### src/rtl/mmio_pkg.sv
// Shared constants and types for the MMIO responder: page offsets, decode select, blank segment code.
package mmio_pkg;

  localparam logic [31:0] OFF_DISP   = 32'h00;
  localparam logic [31:0] OFF_SW     = 32'h04;
  localparam logic [31:0] OFF_TCOUNT = 32'h08;
  localparam logic [31:0] OFF_TCMP   = 32'h0C;
  localparam logic [31:0] OFF_STATUS = 32'h10;

  typedef enum logic [2:0] {
    SEL_RAM,
    SEL_DISP,
    SEL_SW,
    SEL_TCOUNT,
    SEL_TCMP,
    SEL_STATUS,
    SEL_NONE
  } addr_sel_t;

  localparam logic [6:0] SEG_BLANK = 7'h7F;

endpackage

### src/rtl/mmio_responder_if.sv
// Load/store data bus between the MIPS core (master) and the MMIO responder (slave).
interface mmio_responder_if;
  logic        memwrite;
  logic [31:0] dataadr;
  logic [31:0] writedata;
  logic [31:0] readdata;

  modport master (
    output memwrite,
    output dataadr,
    output writedata,
    input  readdata
  );

  modport slave (
    input  memwrite,
    input  dataadr,
    input  writedata,
    output readdata
  );
endinterface

### src/rtl/hex7seg.sv
// Hex nibble to active-low 7-segment decoder, segment order {g,f,e,d,c,b,a}.
module hex7seg
  import mmio_pkg::*;
(
  input  logic [3:0] nibble,
  output logic [6:0] seg
);

  always_comb begin
    seg = SEG_BLANK;
    case (nibble)
      4'h0: seg = 7'b1000000;
      4'h1: seg = 7'b1111001;
      4'h2: seg = 7'b0100100;
      4'h3: seg = 7'b0110000;
      4'h4: seg = 7'b0011001;
      4'h5: seg = 7'b0010010;
      4'h6: seg = 7'b0000010;
      4'h7: seg = 7'b1111000;
      4'h8: seg = 7'b0000000;
      4'h9: seg = 7'b0010000;
      4'hA: seg = 7'b0001000;
      4'hB: seg = 7'b0000011;
      4'hC: seg = 7'b1000110;
      4'hD: seg = 7'b0100001;
      4'hE: seg = 7'b0000110;
      4'hF: seg = 7'b0001110;
      default: seg = SEG_BLANK;
    endcase
  end

endmodule

### src/rtl/mmio_responder.sv
// Data-side responder: word RAM, 7-seg display register and MMIO page (switches, optional timer).
// Define MMIO_TIMER_EN to build the TCOUNT/TCMP/STATUS timer registers.
module mmio_responder
  import mmio_pkg::*;
#(
  parameter int unsigned RAM_WORDS = 64,
  parameter logic [31:0] IO_BASE   = 32'h0000_FF00
) (
  input  logic             clk,
  input  logic             reset,
  mmio_responder_if.slave  bus,
  input  logic [4:0]       SW,
  output logic [6:0]       gled,
  output logic [6:0]       gled2,
  output logic [6:0]       gled3,
  output logic [6:0]       gled4
);

  localparam int AW = $clog2(RAM_WORDS);

  addr_sel_t   sel;
  logic [31:0] word_addr;
  logic [15:0] disp_q;
  logic [4:0]  sw_meta_q, sw_sync_q;
  logic [31:0] tcount_rd, tcmp_rd, status_rd;
  logic [31:0] ram [RAM_WORDS];
  logic        unused_addr_lsbs;

  assign unused_addr_lsbs = ^bus.dataadr[1:0];
  assign word_addr        = {bus.dataadr[31:2], 2'b00};

  // MMIO page is checked first; RAM needs every bit above its index to be zero.
  always_comb begin
    sel = SEL_NONE;
    if (word_addr == IO_BASE + OFF_DISP) begin
      sel = SEL_DISP;
    end else if (word_addr == IO_BASE + OFF_SW) begin
      sel = SEL_SW;
`ifdef MMIO_TIMER_EN
    end else if (word_addr == IO_BASE + OFF_TCOUNT) begin
      sel = SEL_TCOUNT;
    end else if (word_addr == IO_BASE + OFF_TCMP) begin
      sel = SEL_TCMP;
    end else if (word_addr == IO_BASE + OFF_STATUS) begin
      sel = SEL_STATUS;
`endif
    end else if (bus.dataadr[31:AW+2] == '0) begin
      sel = SEL_RAM;
    end
  end

  always_ff @(posedge clk) begin
    if (bus.memwrite && sel == SEL_RAM) begin
      ram[bus.dataadr[AW+1:2]] <= bus.writedata;
    end
  end

  always_ff @(posedge clk or negedge reset) begin
    if (!reset) begin
      disp_q    <= '0;
      sw_meta_q <= '0;
      sw_sync_q <= '0;
    end else begin
      sw_meta_q <= SW;
      sw_sync_q <= sw_meta_q;
      if (bus.memwrite && sel == SEL_DISP) begin
        disp_q <= bus.writedata[15:0];
      end
    end
  end

`ifdef MMIO_TIMER_EN
  logic [31:0] tcount_q, tcmp_q;
  logic        status_q;

  // A match sets the sticky flag even if a write-1 clear lands on the same edge.
  always_ff @(posedge clk or negedge reset) begin
    if (!reset) begin
      tcount_q <= '0;
      tcmp_q   <= 32'hFFFF_FFFF;
      status_q <= 1'b0;
    end else begin
      if (bus.memwrite && sel == SEL_TCOUNT) begin
        tcount_q <= bus.writedata;
      end else begin
        tcount_q <= tcount_q + 32'd1;
      end
      if (bus.memwrite && sel == SEL_TCMP) begin
        tcmp_q <= bus.writedata;
      end
      if (tcount_q == tcmp_q) begin
        status_q <= 1'b1;
      end else if (bus.memwrite && sel == SEL_STATUS && bus.writedata[0]) begin
        status_q <= 1'b0;
      end
    end
  end

  assign tcount_rd = tcount_q;
  assign tcmp_rd   = tcmp_q;
  assign status_rd = {31'b0, status_q};
`else
  assign tcount_rd = '0;
  assign tcmp_rd   = '0;
  assign status_rd = '0;
`endif

  always_comb begin
    bus.readdata = '0;
    unique case (sel)
      SEL_RAM:    bus.readdata = ram[bus.dataadr[AW+1:2]];
      SEL_DISP:   bus.readdata = {16'b0, disp_q};
      SEL_SW:     bus.readdata = {27'b0, sw_sync_q};
      SEL_TCOUNT: bus.readdata = tcount_rd;
      SEL_TCMP:   bus.readdata = tcmp_rd;
      SEL_STATUS: bus.readdata = status_rd;
      default:    bus.readdata = '0;
    endcase
  end

  hex7seg u_dig0 (.nibble(disp_q[3:0]),   .seg(gled));
  hex7seg u_dig1 (.nibble(disp_q[7:4]),   .seg(gled2));
  hex7seg u_dig2 (.nibble(disp_q[11:8]),  .seg(gled3));
  hex7seg u_dig3 (.nibble(disp_q[15:12]), .seg(gled4));

endmodule

### src/flat_wrapper.sv
// flat-port wrapper written by rule: the top's interface ports become plain ports
module mmio_responder_flat import mmio_pkg::*;
#(
  parameter int unsigned RAM_WORDS = 64,
  parameter logic [31:0] IO_BASE   = 32'h0000_FF00
)
  (clk, reset, SW, gled, gled2, gled3, gled4, bus_memwrite, bus_dataadr, bus_writedata, bus_readdata);
  mmio_responder_if bus_i ();
  input  logic clk;
  input  logic reset;
  input  logic [4:0] SW;
  output logic [6:0] gled;
  output logic [6:0] gled2;
  output logic [6:0] gled3;
  output logic [6:0] gled4;
  input wire logic [$bits(bus_i.memwrite)-1:0] bus_memwrite;
  input wire logic [$bits(bus_i.dataadr)-1:0] bus_dataadr;
  input wire logic [$bits(bus_i.writedata)-1:0] bus_writedata;
  output wire logic [$bits(bus_i.readdata)-1:0] bus_readdata;
  assign bus_i.memwrite = bus_memwrite;
  assign bus_i.dataadr = bus_dataadr;
  assign bus_i.writedata = bus_writedata;
  assign bus_readdata = bus_i.readdata;
  mmio_responder #(.RAM_WORDS(RAM_WORDS), .IO_BASE(IO_BASE)) u_core (.clk(clk), .reset(reset), .bus(bus_i), .SW(SW), .gled(gled), .gled2(gled2), .gled3(gled3), .gled4(gled4));
endmodule
### config.mk
export PLATFORM = sky130hd
export DESIGN_NAME = mmio_responder_flat
export DESIGN_NICKNAME = d
export VERILOG_FILES = /design/src/rtl/mmio_pkg.sv /design/src/rtl/mmio_responder_if.sv /design/src/rtl/hex7seg.sv /design/src/rtl/mmio_responder.sv /design/src/flat_wrapper.sv
export SDC_FILE = /design/constraint.sdc
export NUM_CORES = 2
export LEC_CHECK = 0
export CAP_MARGIN = 20
export CELL_PAD_IN_SITES_DETAIL_PLACEMENT = 1
export CELL_PAD_IN_SITES_GLOBAL_PLACEMENT = 1
export CORE_MARGIN = 2
export CORE_UTILIZATION = 55
export CTS_BUF_LIST = sky130_fd_sc_hd__clkbuf_16
export CTS_CLUSTER_SIZE = 14
export DETAILED_ROUTE_END_ITERATION = 12
export PLACE_DENSITY = 0.86
export SLEW_MARGIN = 20
export SYNTH_ARGS = -nofsm -noshare
export SYNTH_HDL_FRONTEND = slang
export SYNTH_SLANG_ARGS = --single-unit
### constraint.sdc
create_clock -name clk -period 3.1 [get_ports clk]
set_clock_uncertainty 0.05 [all_clocks]
set_input_delay 0.62 -clock clk [delete_from_list [all_inputs] [get_ports clk]]
set_output_delay 0.62 -clock clk [all_outputs]
set_load 0.005 [all_outputs]
* Word level (Yosys, flattened, before mapping)
Memories as Yosys holds them, arrays and structs flattened. Cells that the tools add are included.
Word-level totals: register bits 26, memory bits (writable) 2048, memory bits (read-only) 448, bits of input ports 72, output and inout bits 60, logic and storage cells 22, memories kept 5
Operators by class: equal/unequal tests 4, muxes and demuxes 6, reduce and logical (&&, ||, !) cells 4
Memory list:
- u_core.ram | words 64, width 32, rd ports 1, clocked after Yosys merged registers in 0, write ports 1, line mmio_responder.sv:26 | logic [31:0] ram [RAM_WORDS];
- (name not given) | words 16, width 7, rd ports 1, clocked after Yosys merged registers in 0, write ports 0, line hex7seg.sv:11 | case (nibble)
- (name not given) | words 16, width 7, rd ports 1, clocked after Yosys merged registers in 0, write ports 0, line hex7seg.sv:11
- (name not given) | words 16, width 7, rd ports 1, clocked after Yosys merged registers in 0, write ports 0, line hex7seg.sv:11
- (name not given) | words 16, width 7, rd ports 1, clocked after Yosys merged registers in 0, write ports 0, line hex7seg.sv:11
Operator list (number):
- 32-bit case mux with 3 select lines | 1
- 30-bit by 14-bit equality test with 1-bit output (second input constant) | 2
- 24-bit logical NOT | 1
- 3-bit two-way mux | 3
- 3-bit by 1-bit equality test with 1-bit output (second input constant) | 1
- 3-bit by 2-bit equality test with 1-bit output (second input constant) | 1
- 3-bit logical NOT | 1
- 1-bit logical AND | 2
- 1-bit two-way mux | 2

* Logic depth before layout (Yosys ltp)
depth in word-level cells 8, gate-level depth with buffers 10

* Modules after synthesis
From an unflattened synthesis, not the netlist that was laid out.
Unflattened totals: cell total of the unflattened synthesis 3679, area, all modules 81129.1 sq um
Modules (own cells, without submodules):
- mmio_responder | instances 1, cells each 3551, area an instance 80028.0 sq um
- hex7seg | instances 4, cells each 32, area an instance 275.3 sq um

* Least setup slack after synthesis
OpenSTA, ideal clock, no wires.
path type input -> register, from input bus_dataadr[2], to memory u_core.ram[13][0], enable pin, setup time 421 ps, data arrival time 3312 ps, data required time 2629 ps, path slack -683 ps, stages on the path 8, buffers on the path 4, path through buf_2 -> buf_4 -> buf_4 -> clkinv_1 -> buf_2 -> nor2_1 -> nand4_1 -> nor2_1
On the way: word-level cells in the longest chain between the ends 7
RTL lines:
- from (decl) | line flat_wrapper.sv:17 | input wire logic [$bits(bus_i.dataadr)-1:0] bus_dataadr;
- 30-bit by 14-bit equality test with 1-bit output | line mmio_responder.sv:37 | end else if (word_addr == IO_BASE + OFF_SW) begin
- 3-bit two-way mux | line mmio_responder.sv:37
- 3-bit two-way mux | line mmio_responder.sv:35 | if (word_addr == IO_BASE + OFF_DISP) begin
- 3-bit logical NOT | line mmio_responder.sv:53 | if (bus.memwrite && sel == SEL_RAM) begin
- 1-bit logical AND | line mmio_responder.sv:53
- 1-bit two-way mux | line mmio_responder.sv:53
- 1-bit two-way mux (not written as such) | line mmio_responder.sv:54 | ram[bus.dataadr[AW+1:2]] <= bus.writedata;
- to (decl) | line mmio_responder.sv:26
Parallel ways exist; a longest one is shown, timed or not.

* Worst setup path after layout
from memory u_core.ram[15][10], to output bus_readdata[10]
On the way: word-level cells in the longest chain between the ends 2
RTL lines:
- memory read 64 x 32 bit
- 32-bit case mux with 3 select lines | line mmio_responder.sv:110 | unique case (sel)
- to (decl) | line flat_wrapper.sv:19 | output wire logic [$bits(bus_i.readdata)-1:0] bus_readdata;
No other way between the ends.

==> impl_metrics.csv <==
group,metric,value,unit
run_status,status,"finished, violations left",
run_status,violations,"setup timing",
detailed_routing,drt-total-wl,309000,um
global_routing,grt_pass1_wl,415000,um
floorplan,die_h,388,um
power_and_ir_drop,ir_drop,916,uV
clocking,h-tree-depth,4,
sta,timing.fmax,262,MHz
sta,slew_headroom,35.1,%
critical_path,startpoint_type,"flop",
sta,setup_slack,-0.717,ns
placed_design,place_hpwl,150000,um
critical_path,ff2ff_path_depth,3,
clocking,clk_latency,0.90,ns
critical_path,crit_path_end_kind,"output port",
yosys,ys_warn_count,0,
final_layout,multiInputGateArea,20100,um^2
power_and_ir_drop,power_leakage,33.5,nW
sta,final.min_clock_period,3.82,ns
final_layout,final_util,68.9,%
sta,final.period_utilization,123,%
global_routing,antenna_found_initial,7,
sta,drv_slew,0,
power_and_ir_drop,power_density,593,nW/um^2
yosys,synthesis.nets,3877,
yosys,netlist_area,81100,um^2
critical_path,critPathKind,"reg2out",
floorplan,rows,140,
floorplan,core_area,146000,um^2
sta,fin_setup_tns,-15.65,ns
sta,setup_violations,41,
final_layout,stdcell_area,101000,um^2
clocking,cts.sinks,2074,
detailed_routing,drt-wirelength-per-cell,45.9,um
final_layout,area_delta_synth_final,24.2,%
floorplan,io_pins,132,
yosys,synth-edff-count,2048,
sta,hold_viol,0,
critical_path,crit_required,2.43,ns
detailed_routing,postRouteAntennaNets,0,
detailed_routing,drcViolationCount,0,
power_and_ir_drop,finalPower,0.0597,W
final_layout,regArea,62200,um^2
final_layout,drive_above_1_share,42.2,%
critical_path,cp_max_fo,1,
placed_design,finalWeightedCongestion,0.864,
final_layout,fin_nets,4746,
global_routing,grt_use_total,40.1,%
final_layout,final_cell_mix,"edfxtp_1 (2048), buf_4 (490), mux4_2 (420)",
detailed_routing,vias,49700,
clocking,clkTransAtPathRegs,0.08,ns
floorplan,die_w,388,um
yosys,yosysUniqueCellTypes,48,
run,drv_cap,0,
detailed_routing,drt-initial-drc-count,8313,
yosys,synth_ff_type,"edfxtp_1",
placed_design,placed_area,90900,um^2
global_routing,first_global_vias,50000,
floorplan,die-area,151000,um^2
floorplan,start_util,55.5,%
min_path,hold_class,"in2async",
global_routing,grt_max_degree,66,
clocking,clk_path_buf_depth,3,
yosys,yosysSeqAreaShare,76.6,%
yosys,syn_avg_cell_area,21.4,um^2
detailed_routing,drt_pass1_iterations,6,
clocking,cts_buffers,200,
clocking,cts_tree,"yes",
placed_design,numPortBuffers,129,
critical_path,arrival,3.15,ns
final_layout,fillCellCount,11300,
global_routing,grt_overflow_total,0,
yosys,postSynthCellCount,3781,
sta,rsz0062_at_grt,"true",
detailed_routing,viasPerCell,7.39,
sta,tightest_slew,0.973,ns
yosys,synth-seq-cells,2074,
final_layout,final_common_cell,"edfxtp_1",
clocking,clock_tree.root_cell,"clkbuf_16",
yosys,synthArstFlopShare,1.25,%
==> stage by stage <==
step	hold WS (ns)	setup slack (ns)	cells
3_3_place_gp	0.289	-1.21	6218
4_1_cts	0.0695	-0.516	6679
2_1_floorplan	0.274	-0.293	3781
3_5_place_dp	0.289	-1.21	6218
6_report	0.112	-0.717	6728
5_1_grt	0.115	-0.728	6726
==> routing by layer <==
| layer | global-route usage, % | wire length [um] | up-vias | share of wire (%) |
|---|---|---|---|---|
| met2 | 66.4 | 151000 | 5283 | 49 |
| met4 | 24.5 | 25100 | 8 | 8.1 |
| met5 | 0 | 51 | - | 0.017 |
| met1 | 48.9 | 97400 | 25500 | 32 |
| li1 | - | - | 17500 | - |
| met3 | 8.28 | 35400 | 1399 | 11 |
==> flip-flops by register name, summed over array words and instances, names as in the netlist <==
name,count
u_core.sw_meta_q,5
u_core.disp_q,16
u_core.ram,2048
u_core.sw_sync_q,5
==> critical path, stage by stage, from the launching register on <==
cell and delay [ns]:
edfxtp_1 0.42, mux4_2 0.53, mux2i_4 0.23, nor2_4 0.07, nor4_4 0.72, o21ai_1 0.10, buf_2 0.18
==> synthesized netlist by cell type, types with 16 or more instances <==
| cell type | number | area share [%] |
|---|---|---|
| nor3_1 | 20 | 0.12 |
| a222oi_1 | 16 | 0.20 |
| nand2_1 | 111 | 0.51 |
| ha_1 | 24 | 0.37 |
| nor4_1 | 18 | 0.14 |
| mux2_2 | 163 | 2.3 |
| nor2_1 | 106 | 0.49 |
| o22ai_1 | 60 | 0.46 |
| nor2b_1 | 20 | 0.15 |
| nand4_1 | 23 | 0.18 |
| mux4_2 | 420 | 12 |
| dfrtp_1 | 26 | 0.80 |
| clkbuf_1 | 42 | 0.19 |
| a22oi_1 | 41 | 0.38 |
| buf_4 | 53 | 0.49 |
| edfxtp_1 | 2048 | 76 |
| a21oi_1 | 51 | 0.31 |
| buf_2 | 89 | 0.55 |
| o21ai_0 | 41 | 0.25 |
| mux2i_1 | 254 | 3.1 |
==> cell families after synthesis <==
logic type / share of synthesized area (%)
compound gates: 2.15
fa+ha+maj: 0.370
buf+inv: 1.47
flops: 76.6
mux: 17.3
simple gates: 2.11
==> report_power, final <==
part,internal (W),switching (W)
clock network,0.0128,0.0121
logic,0.00166,0.00236
registers,0.0308,0.00000571
==> path summary, 6_finish.rpt <==
path | start | endpoint | slack, ns
max | u_core.ram[15][10] | bus_readdata[10] | -0.72
max in group asynchronous | reset | u_core.disp_q[5] | 2.51
min in group clk | SW[3] | u_core.sw_meta_q[3] | 0.13
max reg2reg | u_core.disp_q[9] | u_core.disp_q[9] | 1.82
min reg2reg | u_core.sw_meta_q[4] | u_core.sw_sync_q[4] | 0.31
min | reset | u_core.sw_meta_q[0] | 0.11
==> cell type report <==
type,count,area share [%]
flip-flops and latches,2074,61.8
multi-input cells,1490,19.9
repair buffers,872,9.70
clock buffers,200,4.97
well taps,1917,2.38
clock inverters,161,1.22
inverters,12,0.0485
diodes,2,0.00497
==> timing repair <==
item                       4_1_cts  5_1_grt
setup endpoints to repair       60       46
pin swaps                      114       72
hold buffers                     1        0
resized for setup              521      149
setup buffers                   97       54
hold endpoints to repair         4        0
cloned                          10        4
Power figures use the tool's default switching activity.
